==> config.mk <==
export PLATFORM = sky130hd
export DESIGN_NAME = pixel_write_queue
export DESIGN_NICKNAME = d
export VERILOG_FILES = /design/src/rtl/pixel_write_queue.sv
export SDC_FILE = /design/constraint.sdc
export NUM_CORES = 1
export LEC_CHECK = 0
export ABC_AREA = 1
export BUFFER_PORTS_ARGS = -buffer_cell sky130_fd_sc_hd__buf_4
export CORE_UTILIZATION = 50
export DETAILED_ROUTE_END_ITERATION = 7
export PLACE_DENSITY = 0.79
export SYNTH_ARGS = -nofsm -noshare
export SYNTH_HDL_FRONTEND = slang
export SYNTH_SLANG_ARGS = --single-unit
==> constraint.sdc <==
create_clock -name clock -period 3.64 [get_ports clock]
set_input_delay 0.728 -clock clock [delete_from_list [all_inputs] [get_ports clock]]
set_output_delay 0.728 -clock clock [all_outputs]
set_load 0.02 [all_outputs]
==> src/rtl/pixel_write_queue.sv <==
`default_nettype none
// ============================================================================
// Module      : pixel_write_queue
// Description : Pixel write FIFO between draw FSMs and the VGA adapter, with
//               off-screen filtering and a full-screen clear sweep.
// Revision    : 1.0 - initial release
// ============================================================================
module pixel_write_queue #(
  parameter int DEPTH = 16,
  parameter int X_W   = 8,
  parameter int Y_W   = 7,
  parameter int C_W   = 3,
  parameter int X_MAX = 159,
  parameter int Y_MAX = 119,
  parameter logic [C_W-1:0] BG_COLOUR = '0
) (
  input  logic                       clock,
  input  logic                       resetn,
  input  logic                       in_valid,
  output logic                       in_ready,
  input  logic [X_W-1:0]             in_x,
  input  logic [Y_W-1:0]             in_y,
  input  logic [C_W-1:0]             in_colour,
  input  logic                       clear_req,
  output logic                       clear_busy,
  output logic [X_W-1:0]             vga_x,
  output logic [Y_W-1:0]             vga_y,
  output logic [C_W-1:0]             vga_colour,
  output logic                       vga_plot,
  output logic [$clog2(DEPTH):0]     level,
  output logic [7:0]                 oob_count
);

  localparam int PTR_W = $clog2(DEPTH);
  localparam int LVL_W = PTR_W + 1;
  localparam int ENT_W = X_W + Y_W + C_W;
  localparam logic [LVL_W-1:0] FULL   = LVL_W'(DEPTH);
  localparam logic [X_W-1:0]   X_LAST = X_W'(X_MAX);
  localparam logic [Y_W-1:0]   Y_LAST = Y_W'(Y_MAX);

  typedef enum logic [1:0] {
    RUN        = 2'd0,
    CLEAR_WAIT = 2'd1,
    CLEAR      = 2'd2
  } state_t;

  state_t            state;
  logic [ENT_W-1:0]  mem [DEPTH];
  logic [PTR_W-1:0]  wr_ptr;
  logic [PTR_W-1:0]  rd_ptr;
  logic [X_W-1:0]    sweep_x;
  logic [Y_W-1:0]    sweep_y;

  logic              accept;
  logic              on_screen;
  logic              push;
  logic              pop;
  logic              sweep_go;
  logic              sweep_last;
  logic [ENT_W-1:0]  head;

  assign in_ready   = (state == RUN) && (level < FULL);
  assign clear_busy = (state != RUN);
  assign accept     = in_valid && in_ready;
  assign on_screen  = (in_x <= X_LAST) && (in_y <= Y_LAST);
  assign push       = accept && on_screen;
  assign pop        = (state != CLEAR) && (level != '0);
  // The sweep's first pixel is issued on the same edge that leaves CLEAR_WAIT.
  assign sweep_go   = (state == CLEAR) || ((state == CLEAR_WAIT) && (level == '0));
  assign sweep_last = (sweep_x == X_LAST) && (sweep_y == Y_LAST);
  assign head       = mem[rd_ptr];

  always_ff @(posedge clock) begin
    if (push) begin
      mem[wr_ptr] <= {in_x, in_y, in_colour};
    end
  end

  always_ff @(posedge clock) begin
    if (!resetn) begin
      state      <= RUN;
      wr_ptr     <= '0;
      rd_ptr     <= '0;
      level      <= '0;
      sweep_x    <= '0;
      sweep_y    <= '0;
      oob_count  <= '0;
      vga_x      <= '0;
      vga_y      <= '0;
      vga_colour <= '0;
      vga_plot   <= 1'b0;
    end else begin
      if (push) wr_ptr <= wr_ptr + PTR_W'(1);
      if (pop)  rd_ptr <= rd_ptr + PTR_W'(1);

      case ({push, pop})
        2'b10:   level <= level + LVL_W'(1);
        2'b01:   level <= level - LVL_W'(1);
        default: level <= level;
      endcase

      if (accept && !on_screen && (oob_count != 8'hFF)) begin
        oob_count <= oob_count + 8'd1;
      end

      vga_plot <= 1'b0;
      if (pop) begin
        {vga_x, vga_y, vga_colour} <= head;
        vga_plot                   <= 1'b1;
      end else if (sweep_go) begin
        vga_x      <= sweep_x;
        vga_y      <= sweep_y;
        vga_colour <= BG_COLOUR;
        vga_plot   <= 1'b1;
        // Counters wrap back to origin after the last pixel, ready for the next clear.
        if (sweep_x == X_LAST) begin
          sweep_x <= '0;
          sweep_y <= (sweep_y == Y_LAST) ? '0 : sweep_y + Y_W'(1);
        end else begin
          sweep_x <= sweep_x + X_W'(1);
        end
      end

      case (state)
        RUN: begin
          if (clear_req) state <= CLEAR_WAIT;
        end
        CLEAR_WAIT: begin
          if (level == '0) state <= sweep_last ? RUN : CLEAR;
        end
        CLEAR: begin
          if (sweep_last) state <= RUN;
        end
        default: state <= RUN;
      endcase
    end
  end

endmodule
`default_nettype wire

**Yosys cells after proc, flatten, opt, wreduce, memory -nomap -nowiden**

Memories as Yosys holds them, arrays and structs flattened. A register that Yosys moved wholly into a read port is not among the register bits.
Cells that the tools add are included.

- Bits in registers: 57
- Bits in writable memories: 288
- Input bits: 22
- Output and inout port bits: 34
- Logic and storage cells: 74
- Memories kept: 1

Memories:

| name | words | bits a word | read ports | clocked after memory_dff | write ports | RTL line | RTL |
|---|---|---|---|---|---|---|---|
| mem | 16 | 18 | 1 | 1 | 1 | 48 | `logic [ENT_W-1:0] mem [DEPTH];` |

- $add $sub $neg: 7
- Order comparisons: 3
- Equal/unequal tests: 11
- Multiplexer cells: 20
- Bitwise operators: 1
- Reductions and logical operators: 20

Operator list:

| operator | count |
|---|---|
| 8-bit 2-to-1 mux | 3 |
| 7-bit 2-to-1 mux | 3 |
| 8-bit by 1-bit adder with 8-bit output, second input constant | 2 |
| 5-bit case mux with 2 select lines | 1 |
| 1-bit logical AND | 9 |
| 4-bit by 1-bit adder with 4-bit output, second input constant | 2 |
| 8-bit == test, second input constant | 1 |
| 8-bit <= comparator, second input constant | 1 |
| 2-bit 2-to-1 mux | 4 |
| 4-bit 2-to-1 mux | 2 |
| 8-bit inequality test, second input constant | 1 |
| 7-bit by 1-bit adder with 7-bit output, second input constant | 1 |
| 7-bit == test, second input constant | 1 |
| 7-bit <= comparator, second input constant | 1 |
| 3-bit 2-to-1 mux | 2 |
| 2-bit inequality test, second input constant | 3 |
| 2-bit case mux with 3 select lines | 1 |
| 3-bit AND reduction | 2 |
| 2-bit nonzero test | 3 |
| 5-bit by 1-bit adder with 5-bit output, second input constant | 1 |
| 5-bit logical NOT | 1 |
| 5-bit < comparator, second input constant | 1 |
| 5-bit nonzero test | 1 |
| 5-bit by 1-bit subtractor with 5-bit output, second input constant | 1 |
| other kinds (9) | 14 |

**Depth between registers and ports, before layout**

Gate-level depths: netlist of run 1.

- Depth in word-level cells: 6
- Mapped depth: 15
- Mapped depth without buffers: 15

**Worst setup path before layout of run 1**

No wires, ideal clock.

- Path kind: input to register
- Start: input port in_x[6]
- End: register level[4]
- Setup time: 134 ps
- Arrival time: 2415 ps
- Required time: 3506 ps
- Path slack: 1092 ps
- Stages on the path: 13
- Path buffers: 0
- Path through: o21ai_0 nand2_1 nor2_2 inv_1 ha_1 xor2_1 ha_1 a21o_1 nand3_1 nand2_1 xor2_1 nand2_1 a21oi_1

- Cells in the longest elaborated chain, start to end: 5
- Elaborated cells on any way between the ends: 7
- Those cells by class: order compare: 1; eq/ne: 2; mux: 1; reduce/logical: 3

Ends and longest elaborated chain:

| element | RTL line | RTL |
|---|---|---|
| from (decl) | 21 | `input logic [X_W-1:0] in_x,` |
| 8-bit <= comparator (*) | 65 | `assign on_screen = (in_x <= X_LAST) && (in_y <= Y_LAST);` |
| 1-bit logical AND (*) | 65 |  |
| 1-bit logical AND (*) | 66 | `assign push = accept && on_screen;` |
| 2-bit by 1-bit == test with 1-bit output / 2-bit == test (equally long branches) | 96 | `case ({push, pop})` |
| 5-bit case mux with 2 select lines / 2-bit nonzero test (equally long branches) | - |  |
| to (signal assigned) | 97 | `2'b10: level <= level + LVL_W'(1);` |
| to (signal assigned) | 98 | `2'b01: level <= level - LVL_W'(1);` |
| to (signal assigned) | 99 | `default: level <= level;` |
| to (decl) | 30 | `output logic [$clog2(DEPTH):0] level,` |

Every way passes the cells marked *; elsewhere a longest branch is shown, timed or not.
A chain may end at the register's enable or synchronous reset.

**Final worst setup path of run 1**

- Start: register state[0]
- End: register level[4]

- Cells in the longest elaborated chain, start to end: 6
- Elaborated cells on any way between the ends: 10
- Those cells by class: eq/ne: 3; mux: 1; reduce/logical: 6

Ends and longest elaborated chain:

| element | RTL line | RTL |
|---|---|---|
| from (decl) | 47 | `state_t state;` |
| from (signal assigned) | 129 | `if (level == '0) state <= sweep_last ? RUN : CLEAR;` |
| 2-bit logical NOT | 62 | `assign in_ready = (state == RUN) && (level < FULL);` |
| 1-bit logical AND | 62 |  |
| 1-bit logical AND | 64 | `assign accept = in_valid && in_ready;` |
| 1-bit logical AND | 66 |  |
| 2-bit by 1-bit == test with 1-bit output / 2-bit == test (equally long branches) | 96 |  |
| 5-bit case mux with 2 select lines / 2-bit nonzero test (equally long branches) | - |  |

Parallel ways exist; a longest one is shown, timed or not.

==> results of run 1 <==
sequential cells by signal, summed over array words and instances, names as in the netlist, named ones only:
name	flops
wr_ptr	4
mem	288
oob_count	8
rd_ptr	4
vga_y	7
state	2
vga_x	8
level	5
vga_colour	3
sweep_y	7
sweep_x	8
vga_plot	1
power by group:
part           switching [W]  internal (W)
registers           0.000134       0.00452
logic                0.00242       0.00104
clock network        0.00150       0.00216
total                0.00406       0.00772
how the worst max path moves through the flow:
stage | slack [ns] | endpoint | cells after the start
finish | 1.09 | level[4]$_SDFFE_PN0P_ | 15
global route | 0.75 | level[4]$_SDFFE_PN0P_ | 15
global placement | 0.69 | level[4]$_SDFFE_PN0P_ | 14
floorplan | 1.09 | level[4]$_SDFFE_PN0P_ | 13
CTS | 1.11 | level[4]$_SDFFE_PN0P_ | 15
detailed placement | 0.62 | level[4]$_SDFFE_PN0P_ | 14
critical path: stages (launching register included):
cell and delay (ns):
dfxtp_1 0.31, inv_1 0.08, nand2_1 0.09, nor2_2 0.10
nand2_1 0.13, nor2_2 0.27, inv_1 0.16, ha_1 0.31
xor2_1 0.18, ha_1 0.20, a21o_1 0.18, nand3_1 0.10
nand2_1 0.06, xor2_1 0.13, nand2_1 0.06, a21oi_1 0.11
synthesized netlist by cell type:
cell type / n
a31oi_1: 1
o21ai_0: 104
dfxtp_1: 61
nor2_4: 1
o21ai_2: 1
o21ai_1: 8
or2_2: 1
o211ai_1: 41
buf_8: 1
nor2_2: 5
clkbuf_1: 22
buf_2: 22
a21o_1: 1
nand3b_1: 2
nand4_1: 11
inv_1: 112
nor2_1: 190
buf_6: 7
nand2_2: 3
xor2_1: 9
o211a_1: 1
a21oi_1: 47
nor3_1: 7
nor3b_2: 1
nand4_2: 1
edfxtp_1: 288
nand3_2: 1
ha_1: 12
clkinv_1: 2
inv_2: 6
buf_1: 7
nand3_1: 131
o21bai_1: 1
nand2_1: 254
buf_4: 8
o2111a_1: 1
xnor2_1: 3
stage by stage:
stage / hold slack (ns) / area, µm² / setup WS, ns
after CTS: 0.466 / 16600 / 1.11
final: 0.464 / 16600 / 1.09
after floorplan: 0.436 / 14600 / 1.09
after detailed placement: 0.457 / 15500 / 0.622
after global placement: 0.450 / 15500 / 0.692
after global routing: 0.484 / 16600 / 0.753
final cells by class:
class | count | area share [%]
tap | 384 | 2.89
clock inverter | 25 | 1.44
clock buffer | 42 | 5.68
sequential | 349 | 59.3
multi-input combinational | 838 | 24.0
timing repair buffer | 83 | 3.97
inverter | 120 | 2.71
cells by family after synthesis:
family | Yosys count | share of synthesized area [%]
AND/OR/NAND/NOR | 608 | 17.4
buffers and inverters | 187 | 5.62
flip-flops | 349 | 67.4
XOR/XNOR | 12 | 0.718
AO/OA/AOI/OAI | 206 | 7.88
adder cells (fa/ha/maj) | 12 | 1.03
per-layer routing:
| metal | up-vias | GRT usage, % | share of wire (%) |
|---|---|---|---|
| met3 | 70 | 5.15 | 9.1 |
| met5 | - | 0 | 0 |
| li1 | 4819 | - | - |
| met4 | 0 | 8.81 | 2.9 |
| met1 | 4887 | 29.8 | 40 |
| met2 | 462 | 38.1 | 48 |
==> qor.csv, run 1 <==
metric;value;unit
cts_resized;0;
ys_ff_latch;349;
core;0.0288;mm²
outcome;complete, no violations;
power;0.0118;W
tightest_slew;1.13;ns
nets;1463;
row_count;62;
drc;0;
fin_util;57.8;%
drive_gt1_share;12.0;%
drt_iter0_markers;1147;
hold_viol;0;
ys_warn_count;0;
cts_setup_buffers;0;
worstSetupStartpoint;state[0]$_SDFFE_PN0P_;
setup_viol;0;
nFillCells;2258;
rsz0062_at_grt;no;
io_buffers;55;
vias_per_cell;5.56;
grt_usage;23.1;%
seq_area_frac_synth;67.4;%
ios;56;
synth_cells;1374;
min_from;vga_x[4]$_SDFFE_PN0P_;
wire_per_inst;18.6;µm
fin_cells;1841;
clock_sinks;349;
power_density;708;mW/mm²
antenna_found_initial;0;
h-tree-depth;2;
holdPathStages;2;
cts_buffer_depth;3;
fin_setup_tns;0;ns
drt_pass1_iterations;5;
max_freq;0.391;GHz
power_leakage;6.18;nW
cp.required;4.09;ns
start_kind;flip-flop;
syn_area;0.0146;mm²
cap_violations;0;
finalCritPeriodShare;70.2;%
multi_input_area;0.00399;mm²
die_x;173;µm
setup.worst_path.end_class;flip-flop;
hold_class;reg -> reg;
r2r_end;level[4]$_SDFFE_PN0P_;
ys_types;37;
hold_buffers;0;
arrival;3.00;ns
cts_buffers;37;
slew-limit-headroom;24.9;%
synth_top_area_share;59.0;%
start_util;50.9;%
reg2reg_depth;15;
cts_root_buf;clkbuf_16;
gp_congestion;0.855;
fp.dieH;173;µm
clk_pin_slew_worst_paths;0.06;ns
cts_tree;built;
diodes;0;
place_hpwl;20200;µm
grt_pass1_vias;9834;
postRouteAntennaNets;0;
critPathMaxFanout;7;
r2r_start;state[0]$_SDFFE_PN0P_;
die_area;0.0300;mm²
overflow;0;
regArea;0.00987;mm²
wirelength;34200;µm
synth_fp_nets;1408;
drv_slew;0;
final_cell_mix;288 x edfxtp_1, 254 x nand2_1, 174 x nor2_1, 131 x nand3_1, 112 x inv_1;
syn_avg_cell_area;10.7;µm²
min_to;vga_x[4]$_SDFFE_PN0P_;
areaGrowthSynthToFinish;13.6;%
vias;10200;
irDropWorstVdd;532;µV
insertion_delay;0.53;ns
r2r_setup_slack;1.09;ns
synth_area_leaders;edfxtp_1 59%, dfxtp_1 8.3%, nand2_1 6.5%;
grt_pass1_wl;53800;µm
fin_crit;2.55;ns
finClkSkew;0.0242;ns
critPathKind;reg -> reg;
dp.cells;1774;
grt_max_degree;166;
layout_commonest_cell;edfxtp_1;
yosysTopAreaCell;edfxtp_1;
No activity file was read; power rests on OpenSTA's default activity.
==> run 2, diff against run 1 <==
- PLACE_DENSITY: 0.79 -> 0.81
- clock period: 3.64 -> 2.2 ns (I/O delays scaled with it)
==> run 2 against run 1 <==
Net effect: cell area rose by 2.1%; non-clock buffer count up 40; via count increased by 1.9%; sequential power is 66% higher; clock power up 52%; largest cell class unchanged; first-iteration DRC count shrank 7.0%; wire length is 3.8% higher; combinational power increased by 74%.
==> qor.csv, run 2 (same netlist as run 1, synthesis figures left out) <==
metric;value;unit
overflow;0;
drt_iter0_markers;1067;
h-tree-depth;2;
cts_root_buf;clkbuf_16;
power_leakage;6.38;nW
io_buffers;55;
vias;10400;
fp.dieH;173;µm
layout_commonest_cell;edfxtp_1;
place_hpwl;21700;µm
cp_slowest_stage_delay;0.32;ns
antenna_found_initial;0;
die_area;0.0300;mm²
power_switching;0.00663;W
areaGrowthSynthToFinish;16.0;%
cts_buffer_depth;3;
clkPwrFrac;28.8;%
wire_per_inst;18.9;µm
cts_buffers;36;
final_cell_mix;288 x edfxtp_1, 252 x nand2_1, 174 x nor2_1, 131 x nand3_1;
start_kind;flip-flop;
cp.required;2.58;ns
finalCritPeriodShare;93.0;%
postRouteAntennaNets;0;
start_util;50.9;%
crit_slowest_cell;dfxtp_1;
core;0.0288;mm²
grt_max_degree;75;
setup_viol;0;
drive_gt1_share;14.5;%
setup.worst_path.end_class;flip-flop;
cts_tree;built;
dp.cells;1813;
grt_pass1_vias;10000;
comb_power_share;31.2;%
p_seq_share;40.0;%
critPathTopFamily;simple AND/OR/NAND/NOR gates;
cap_violations;0;
drc;0;
grt_usage;24.0;%
fin_cells;1876;
critPathMaxFanout;3;
power_density;1140;mW/mm²
hold_viol;0;
irDropWorstVdd;640;µV
nets;1502;
finClkSkew;0.0148;ns
slew-limit-headroom;64.8;%
crit_chain;inv_2, nand2_4, nor2_4, nand2_4, nor2_4, inv_2, ha_2, xor2_2, ha_1, a21o_1, nand3_1, nand2_1, xor2_1, nand2_1, a21oi_1;
stdcell_area;0.0170;mm²
ios;56;
tightest_slew;0.528;ns
gp_congestion;0.898;
hold_class;in -> reg;
vias_per_cell;5.56;
arrival;2.43;ns
insertion_delay;0.51;ns
p_int;0.0127;W
rsz0062_at_grt;no;
switching_share;34.4;%
wirelength;35500;µm
critPathKind;reg -> reg;
place_area;0.0159;mm²
fin_crit;2.05;ns
nFillCells;2229;
hold_buffers;0;
max_freq;0.489;GHz
drv_slew;0;
drt_pass1_iterations;5;
die_x;173;µm
diodes;0;
regMostFlops;mem;
row_count;62;
largest_reg_flops;288;
grt_pass1_wl;55600;µm
outcome;complete, no violations;
critPathBufInv;2;
clk_pin_slew_worst_paths;0.06;ns
fin_util;59.1;%
clock_sinks;349;
## run 2: cell types whose count changed in the layout (fill, tap and decap cells not counted), moves of 3 or more
cell,previous run,this run
buf_4,80,109
buf_12,3,14
clkinvlp_4,5,1
dfxtp_1,59,55
dfxtp_2,1,5
inv_2,5,9
bufinv_16,4,1
inv_1,112,109
## run 2: area by class of cell
| class | count | area, µm² | share of cell area (%) |
|---|---|---|---|
| Inverter | 120 | 450 | 2.65 |
| Multi-Input combinational cell | 838 | 4030 | 23.7 |
| Sequential cell | 349 | 9880 | 58.1 |
| Tap cell | 384 | 480 | 2.83 |
| Clock buffer | 44 | 952 | 5.60 |
| Timing Repair Buffer | 123 | 1100 | 6.46 |
| Clock inverter | 18 | 105 | 0.618 |
## run 2: power groups by stage
stage,sequential (W),clock [W],combinational (W)
detailed placement,0.00785,0,0.00588
global placement,0.00785,0,0.00576
finish,0.00772,0.00556,0.00601
floorplan,0.00801,0,0.00378
global route,0.00776,0.00588,0.00664
CTS,0.00772,0.00562,0.00596
## run 2: through the flow
stage / setup WS, ns / power, W / TNS (ns) / hold slack (ns)
floorplan: -0.0235 / 0.0118 / -6.26 / 0.436
global placement: -0.192 / 0.0136 / -0.372 / 0.446
detailed placement: -0.226 / 0.0137 / -0.520 / 0.461
CTS: 0.0952 / 0.0193 / 0 / 0.184
global route: 0.00976 / 0.0203 / 0 / 0.184
finish: 0.155 / 0.0193 / 0 / 0.192
## run 2: worst paths after layout
path | start | to | slack, ns | cells past startpoint
worst max-delay path | state[0]$_SDFFE_PN0P_ | level[4]$_SDFFE_PN0P_ | 0.15 | 15
worst min-delay path | in_y[3] | mem[12][6]$_DFFE_PP_ | 0.19 | 1
worst min register to register | vga_x[7]$_SDFFE_PN0P_ | vga_x[7]$_SDFFE_PN0P_ | 0.47 | 2
worst max register to register | state[0]$_SDFFE_PN0P_ | level[4]$_SDFFE_PN0P_ | 0.15 | 15
## run 2: metal layers
layer	up-vias	GRT usage, %	part of all wire, %
met5	-	0	0
met4	0	8.19	2.7
met3	78	4.20	8.4
met2	487	39.6	48
met1	4986	32.1	41
li1	4882	-	-
## run 2: timing repair
item                                    in CTS  in global routing
setup buffers                                0                  1
endpoints found under the setup margin       0                  1
gates resized for setup                      0                  3
